`src/rtl/pipeline_hazard_ctrl.sv`:
```
// pipeline_hazard_ctrl: stall/flush scheduler for a 5-stage MIPS pipeline.
// It detects load-use and branch-operand hazards, freezes the pipeline while
// data memory is busy, and enters a sticky error state on a memory timeout.
// It also keeps saturating stall and flush counters.
module pipeline_hazard_ctrl #(
  parameter int MEM_TIMEOUT = 16,
  parameter int CNT_W       = 16
) (
  input  logic             clk,
  input  logic             rst,
  input  logic [4:0]       id_rs,
  input  logic [4:0]       id_rt,
  input  logic             id_uses_rs,
  input  logic             id_uses_rt,
  input  logic             id_branch,
  input  logic             id_branch_taken,
  input  logic             ex_mem_read,
  input  logic             ex_reg_write,
  input  logic [4:0]       ex_write_reg,
  input  logic             mem_mem_read,
  input  logic [4:0]       mem_write_reg,
  input  logic             mem_req,
  input  logic             mem_ready,
  output logic             pc_freeze,
  output logic             ifid_freeze,
  output logic             ifid_flush,
  output logic             idex_hold,
  output logic             idex_bubble,
  output logic             exmem_hold,
  output logic             memwb_bubble,
  output logic             mem_error,
  output logic [CNT_W-1:0] stall_cycles,
  output logic [CNT_W-1:0] flush_count
);

  localparam int WC_W = $clog2(MEM_TIMEOUT + 1);

  typedef enum logic [1:0] {
    S_RUN      = 2'd0,
    S_MEM_WAIT = 2'd1,
    S_ERROR    = 2'd2
  } state_t;

  state_t           r_state;
  state_t           w_state_nxt;
  logic [WC_W-1:0]  r_wait_cnt;
  logic [WC_W-1:0]  w_wait_cnt_nxt;
  logic             r_mem_error;
  logic [CNT_W-1:0] r_stall_cycles;
  logic [CNT_W-1:0] r_flush_count;

  logic             w_load_use;
  logic             w_branch_hz;
  logic             w_hazard;
  logic             w_mem_stall;
  logic             w_timeout;

  // Register r is a live source of the instruction in ID (r0 never is).
  function automatic logic f_match(input logic [4:0] r,
                                   input logic [4:0] rs, input logic use_rs,
                                   input logic [4:0] rt, input logic use_rt);
    return (r != 5'd0) && ((use_rs && (r == rs)) || (use_rt && (r == rt)));
  endfunction

  assign w_load_use  = ex_mem_read &&
                       f_match(ex_write_reg, id_rs, id_uses_rs, id_rt, id_uses_rt);
  // Branches compare in ID, so any producer still in EX, or a load in MEM,
  // leaves the operand unavailable this cycle.
  assign w_branch_hz = id_branch &&
                       ((ex_reg_write &&
                         f_match(ex_write_reg, id_rs, id_uses_rs, id_rt, id_uses_rt)) ||
                        (mem_mem_read &&
                         f_match(mem_write_reg, id_rs, id_uses_rs, id_rt, id_uses_rt)));
  assign w_hazard    = w_load_use || w_branch_hz;
  assign w_mem_stall = mem_req && !mem_ready;
  assign w_timeout   = (r_wait_cnt + WC_W'(1)) == WC_W'(MEM_TIMEOUT);

  // Control outputs: prioritised decode of reset, error, memory stall, hazard, taken branch.
  always_comb begin
    pc_freeze    = 1'b0;
    ifid_freeze  = 1'b0;
    ifid_flush   = 1'b0;
    idex_hold    = 1'b0;
    idex_bubble  = 1'b0;
    exmem_hold   = 1'b0;
    memwb_bubble = 1'b0;
    if (rst) begin
      pc_freeze    = 1'b1;
      ifid_flush   = 1'b1;
      idex_bubble  = 1'b1;
      memwb_bubble = 1'b1;
    end else if ((r_state == S_ERROR) || w_mem_stall) begin
      pc_freeze    = 1'b1;
      ifid_freeze  = 1'b1;
      idex_hold    = 1'b1;
      exmem_hold   = 1'b1;
      memwb_bubble = 1'b1;
    end else if (w_hazard) begin
      pc_freeze    = 1'b1;
      ifid_freeze  = 1'b1;
      idex_bubble  = 1'b1;
    end else if (id_branch && id_branch_taken) begin
      ifid_flush   = 1'b1;
    end else begin
      ifid_flush   = 1'b0;
    end
  end

  // Next state: track consecutive memory-stall cycles and trap on timeout.
  always_comb begin
    w_state_nxt    = r_state;
    w_wait_cnt_nxt = r_wait_cnt;
    case (r_state)
      S_RUN: begin
        if (w_mem_stall) begin
          w_state_nxt    = S_MEM_WAIT;
          w_wait_cnt_nxt = WC_W'(1);
        end else begin
          w_wait_cnt_nxt = WC_W'(0);
        end
      end
      S_MEM_WAIT: begin
        if (w_mem_stall && w_timeout) begin
          w_state_nxt    = S_ERROR;
        end else if (w_mem_stall) begin
          w_wait_cnt_nxt = r_wait_cnt + WC_W'(1);
        end else begin
          // A dropped request counts as completion.
          w_state_nxt    = S_RUN;
          w_wait_cnt_nxt = WC_W'(0);
        end
      end
      S_ERROR: begin
        w_state_nxt = S_ERROR;
      end
      default: begin
        w_state_nxt    = S_RUN;
        w_wait_cnt_nxt = WC_W'(0);
      end
    endcase
  end

  // State, wait counter and sticky error flag.
  always_ff @(posedge clk) begin
    if (rst) begin
      r_state     <= S_RUN;
      r_wait_cnt  <= WC_W'(0);
      r_mem_error <= 1'b0;
    end else begin
      r_state     <= w_state_nxt;
      r_wait_cnt  <= w_wait_cnt_nxt;
      r_mem_error <= (w_state_nxt == S_ERROR);
    end
  end

  // Saturating performance counters for freeze and flush cycles.
  always_ff @(posedge clk) begin
    if (rst) begin
      r_stall_cycles <= '0;
      r_flush_count  <= '0;
    end else begin
      if (pc_freeze && (r_stall_cycles != {CNT_W{1'b1}})) begin
        r_stall_cycles <= r_stall_cycles + CNT_W'(1);
      end
      if (ifid_flush && (r_flush_count != {CNT_W{1'b1}})) begin
        r_flush_count <= r_flush_count + CNT_W'(1);
      end
    end
  end

  assign mem_error    = r_mem_error;
  assign stall_cycles = r_stall_cycles;
  assign flush_count  = r_flush_count;

endmodule

```
`config.mk`:
```
export PLATFORM = sky130hd
export DESIGN_NAME = pipeline_hazard_ctrl
export DESIGN_NICKNAME = d
export VERILOG_FILES = /design/src/rtl/pipeline_hazard_ctrl.sv
export SDC_FILE = /design/constraint.sdc
export NUM_CORES = 1
export LEC_CHECK = 0
export CAP_MARGIN = 25
export CORE_MARGIN = 2
export CORE_UTILIZATION = 44
export CTS_CLUSTER_SIZE = 24
export DETAILED_ROUTE_END_ITERATION = 10
export PLACE_DENSITY = 0.75
export RECOVER_POWER = 25
export SYNTH_ARGS = -nofsm -noshare
export SYNTH_HDL_FRONTEND = slang
export SYNTH_SLANG_ARGS = --single-unit
```
`constraint.sdc`:
```
create_clock -name clk -period 2.23 [get_ports clk]
set_input_delay 0.3345 -clock clk [delete_from_list [all_inputs] [get_ports clk]]
set_output_delay 0.3345 -clock clk [all_outputs]
set_load 0.02 [all_outputs]
```
==> qor.yml, run 1 <==
root_buffer: "clkbuf_8"
grt_pass1_vias: 2521
sw_frac_of_total_pct: 27.76
worstPathCellList: "buf_6, or3_4, o311a_4, a221oi_4, buf_4, nand2_2, buf_6"
synth-main-ff-cell: "dfxtp_1"
mostFrequentLayoutCells: "41 x buf_4, 40 x dfxtp_1, 27 x clkdlybuf4s50_1"
ant_nets: 0
antenna_found_initial: 0
fillers: 476
maxCapViolations: 0
setup_viol: 0
yosysUniqueCellTypes: 53
pwr-share-comb_pct: 20.0
ys_warn_count: 0
synth.top_cell.area_share_pct: 31.56
avgSynthCellArea_sq_um: 8.347
synth_nets: 339
gp_congestion: 0.8298
fin_crit_ns: 2.179
grt_usage_pct: 22.02
max_freq_mhz: 458.9
cts_tree: "yes"
p_int_mw: 1.092
dpl_cell_area_sq_mm: 0.003538
synth.area.top_cells: "dfxtp_1 32%, xnor2_1 7.2%, a21oi_1 4.1%, nand3_1 3.9%, o31ai_1 3.6%"
cts_inserted_buffers: 5
die_area_sq_mm: 0.006390
critPathArrivalTime_ns: 1.84
syn_inst: 304
power.total_mw: 1.512
grt_overflow: 0
drive_gt1_share_pct: 20.64
vdd.ir_drop.worst_mv: 0.3572
grt_pass1_wl_um: 11350
critPathCaptureType: "output port"
leakage_nw: 1.428
cp_num_buf_inv: 3
clk_pin_slew_ns: 0.08
status: "finished clean"
io_buffer_count: 70
stdcell_area_sq_mm: 0.003676
die_y_um: 79.94
fp-row-count: 27
ys_seq_area_share_pct: 31.56
htree_levels: 2
hold_buffers: 0
slowest_stage: "or3_4"
cp_max_fo: 3
synth_top_area_cell: "dfxtp_1"
synth_edf_count: 0
slew_headroom_pct: 71.01
drc: 0
async_reset_ff_share_pct: 0
max_stage_delay_ns: 0.39
critPathRequiredTime_ns: 1.90
crit_path_frequent_cell: "buf_6"
finalMaxSlewViolations: 0
clock_skew_ns: 0.004077
worst_pin_slew_ns: 0.4309
die_w_um: 79.94
wl_um: 6708
numClockSinks: 40
clock_power_share_pct: 32.0
finalHoldViolations: 0
dr.pass1.iters: 4
final_common_cell: "buf_4"
syn_area_sq_mm: 0.002537
start_kind: "input pin"
hp-class: "register to register"
drt-initial-drc-count: 158
ys_ff_latch: 40
wl_per_cell_um: 14.00
coreArea_sq_mm: 0.005540
grt_max_degree: 45
ios: 71
crit_family: "compound AO/OA/AOI/OAI gates"
power.density_mw_per_mm2: 411.3
clockBufferDepth: 2
finalCritPeriodShare_pct: 97.73
seq_power_share_pct: 48.0
via_count: 2693
initial_core_util_pct: 45.80
worstSetupPathType: "input pin to output port"
insertion_delay_ns: 0.29
power.switching_mw: 0.4196
routed_via_density: 5.622
area_growth_pct: 44.87
dpl.hpwl_um: 5095
diodes: 0
nets: 441
## worst register-to-register path: cells and delay by family, from the launching register on
| family | cells | cell delay (ns) |
|---|---|---|
| simple gates | 5 | 1.32 |
| compound gates | 1 | 0.14 |
| flops | 1 | 0.38 |
| buf+inv | 1 | 0.18 |
## worst paths after layout
kind                            slack (ns)                           end  cells past startpoint                          from
worst max-delay path                  0.05                     pc_freeze                      7              mem_write_reg[2]
worst min-delay path                  0.51  stall_cycles[8]$_SDFFE_PP0P_                      2  stall_cycles[8]$_SDFFE_PP0P_
worst max register to register        0.16  stall_cycles[3]$_SDFFE_PP0P_                      7  stall_cycles[6]$_SDFFE_PP0P_
worst min register to register        0.51  stall_cycles[8]$_SDFFE_PP0P_                      2  stall_cycles[8]$_SDFFE_PP0P_
## power groups by stage
stage	combinational, mW	clock, mW	sequential [mW]
CTS	0.294	0.496	0.725
global route	0.328	0.532	0.727
global placement	0.294	0	0.742
floorplan	0.138	0	0.747
finish	0.303	0.484	0.725
detailed placement	0.300	0	0.742
## cell type report
class | count | area [sq um] | share of cell area (%)
Clock inverter | 3 | 18.77 | 0.5106
Inverter | 5 | 18.77 | 0.5106
Tap cell | 72 | 90.09 | 2.451
Clock buffer | 5 | 68.82 | 1.872
Sequential cell | 40 | 800.8 | 21.78
Multi-Input combinational cell | 243 | 1692 | 46.02
Timing Repair Buffer | 111 | 987.2 | 26.85
## cell usage after synthesis, types with 4 or more instances
cell type / n
o311ai_0: 6
or4_1: 10
nand4_1: 10
nand2_1: 18
mux2_2: 5
a21oi_1: 21
o21ai_0: 8
o41ai_1: 8
nor3_1: 6
and3_1: 10
clkbuf_1: 9
dfxtp_1: 40
ha_1: 4
or2_2: 7
inv_1: 5
o31ai_1: 12
xnor2_1: 21
nor2b_1: 8
and2_1: 4
or3_1: 4
nor2_1: 19
nand3_1: 20
## per-layer routing
metal | GRT usage, % | vias to the layer above | routed length, um
met3 | 4.299 | 10 | 313
li1 | - | 1373 | -
met5 | 0 | - | 0
met1 | 28.91 | 1248 | 3045
met2 | 36.42 | 62 | 3257
met4 | 6.610 | 0 | 91
## cell families (layout without fill, tap and decap cells)
group	count (synthesis)	in the layout	share of synthesized area [%]
buf+inv	21	124	4.289
fa+ha+maj	4	4	1.972
simple gates	131	131	28.45
compound gates	81	81	23.82
flops	40	40	31.56
mux	6	6	2.663
xor+xnor	21	21	7.249
## stage by stage
step	hold slack (ns)	utilization, %	std cells	setup slack [ns]	TNS (ns)
after global placement	0.4958	63.87	468	-0.6614	-16.51
final	0.5117	66.35	479	0.05073	0
after floorplan	0.4861	-	304	0.03588	0
after global routing	0.5367	66.35	479	-0.004355	-0.004355
after CTS	0.5125	65.70	480	-0.01489	-0.02880
after detailed placement	0.5028	63.87	468	-0.7658	-19.32
## state kept, by name, indices dropped and copies added (netlist names)
signal,cells
mem_error,1
flush_count,16
r_wait_cnt,5
stall_cycles,16
r_state,2
## what timing repair did
action,in CTS,in global routing
setup buffers,4,1
pin swaps,8,9
gates cloned,0,0
setup endpoints to repair,37,16
gates resized for setup,59,19
Note: power is estimated with default switching activity, not from simulation.
==> run 2, diff against run 1 <==
Settings changed: ABC_CLOCK_PERIOD_IN_PS set to 2230.
==> results of run 2 <==
The final DEF is identical to that of run 1; final timing and power are the same.
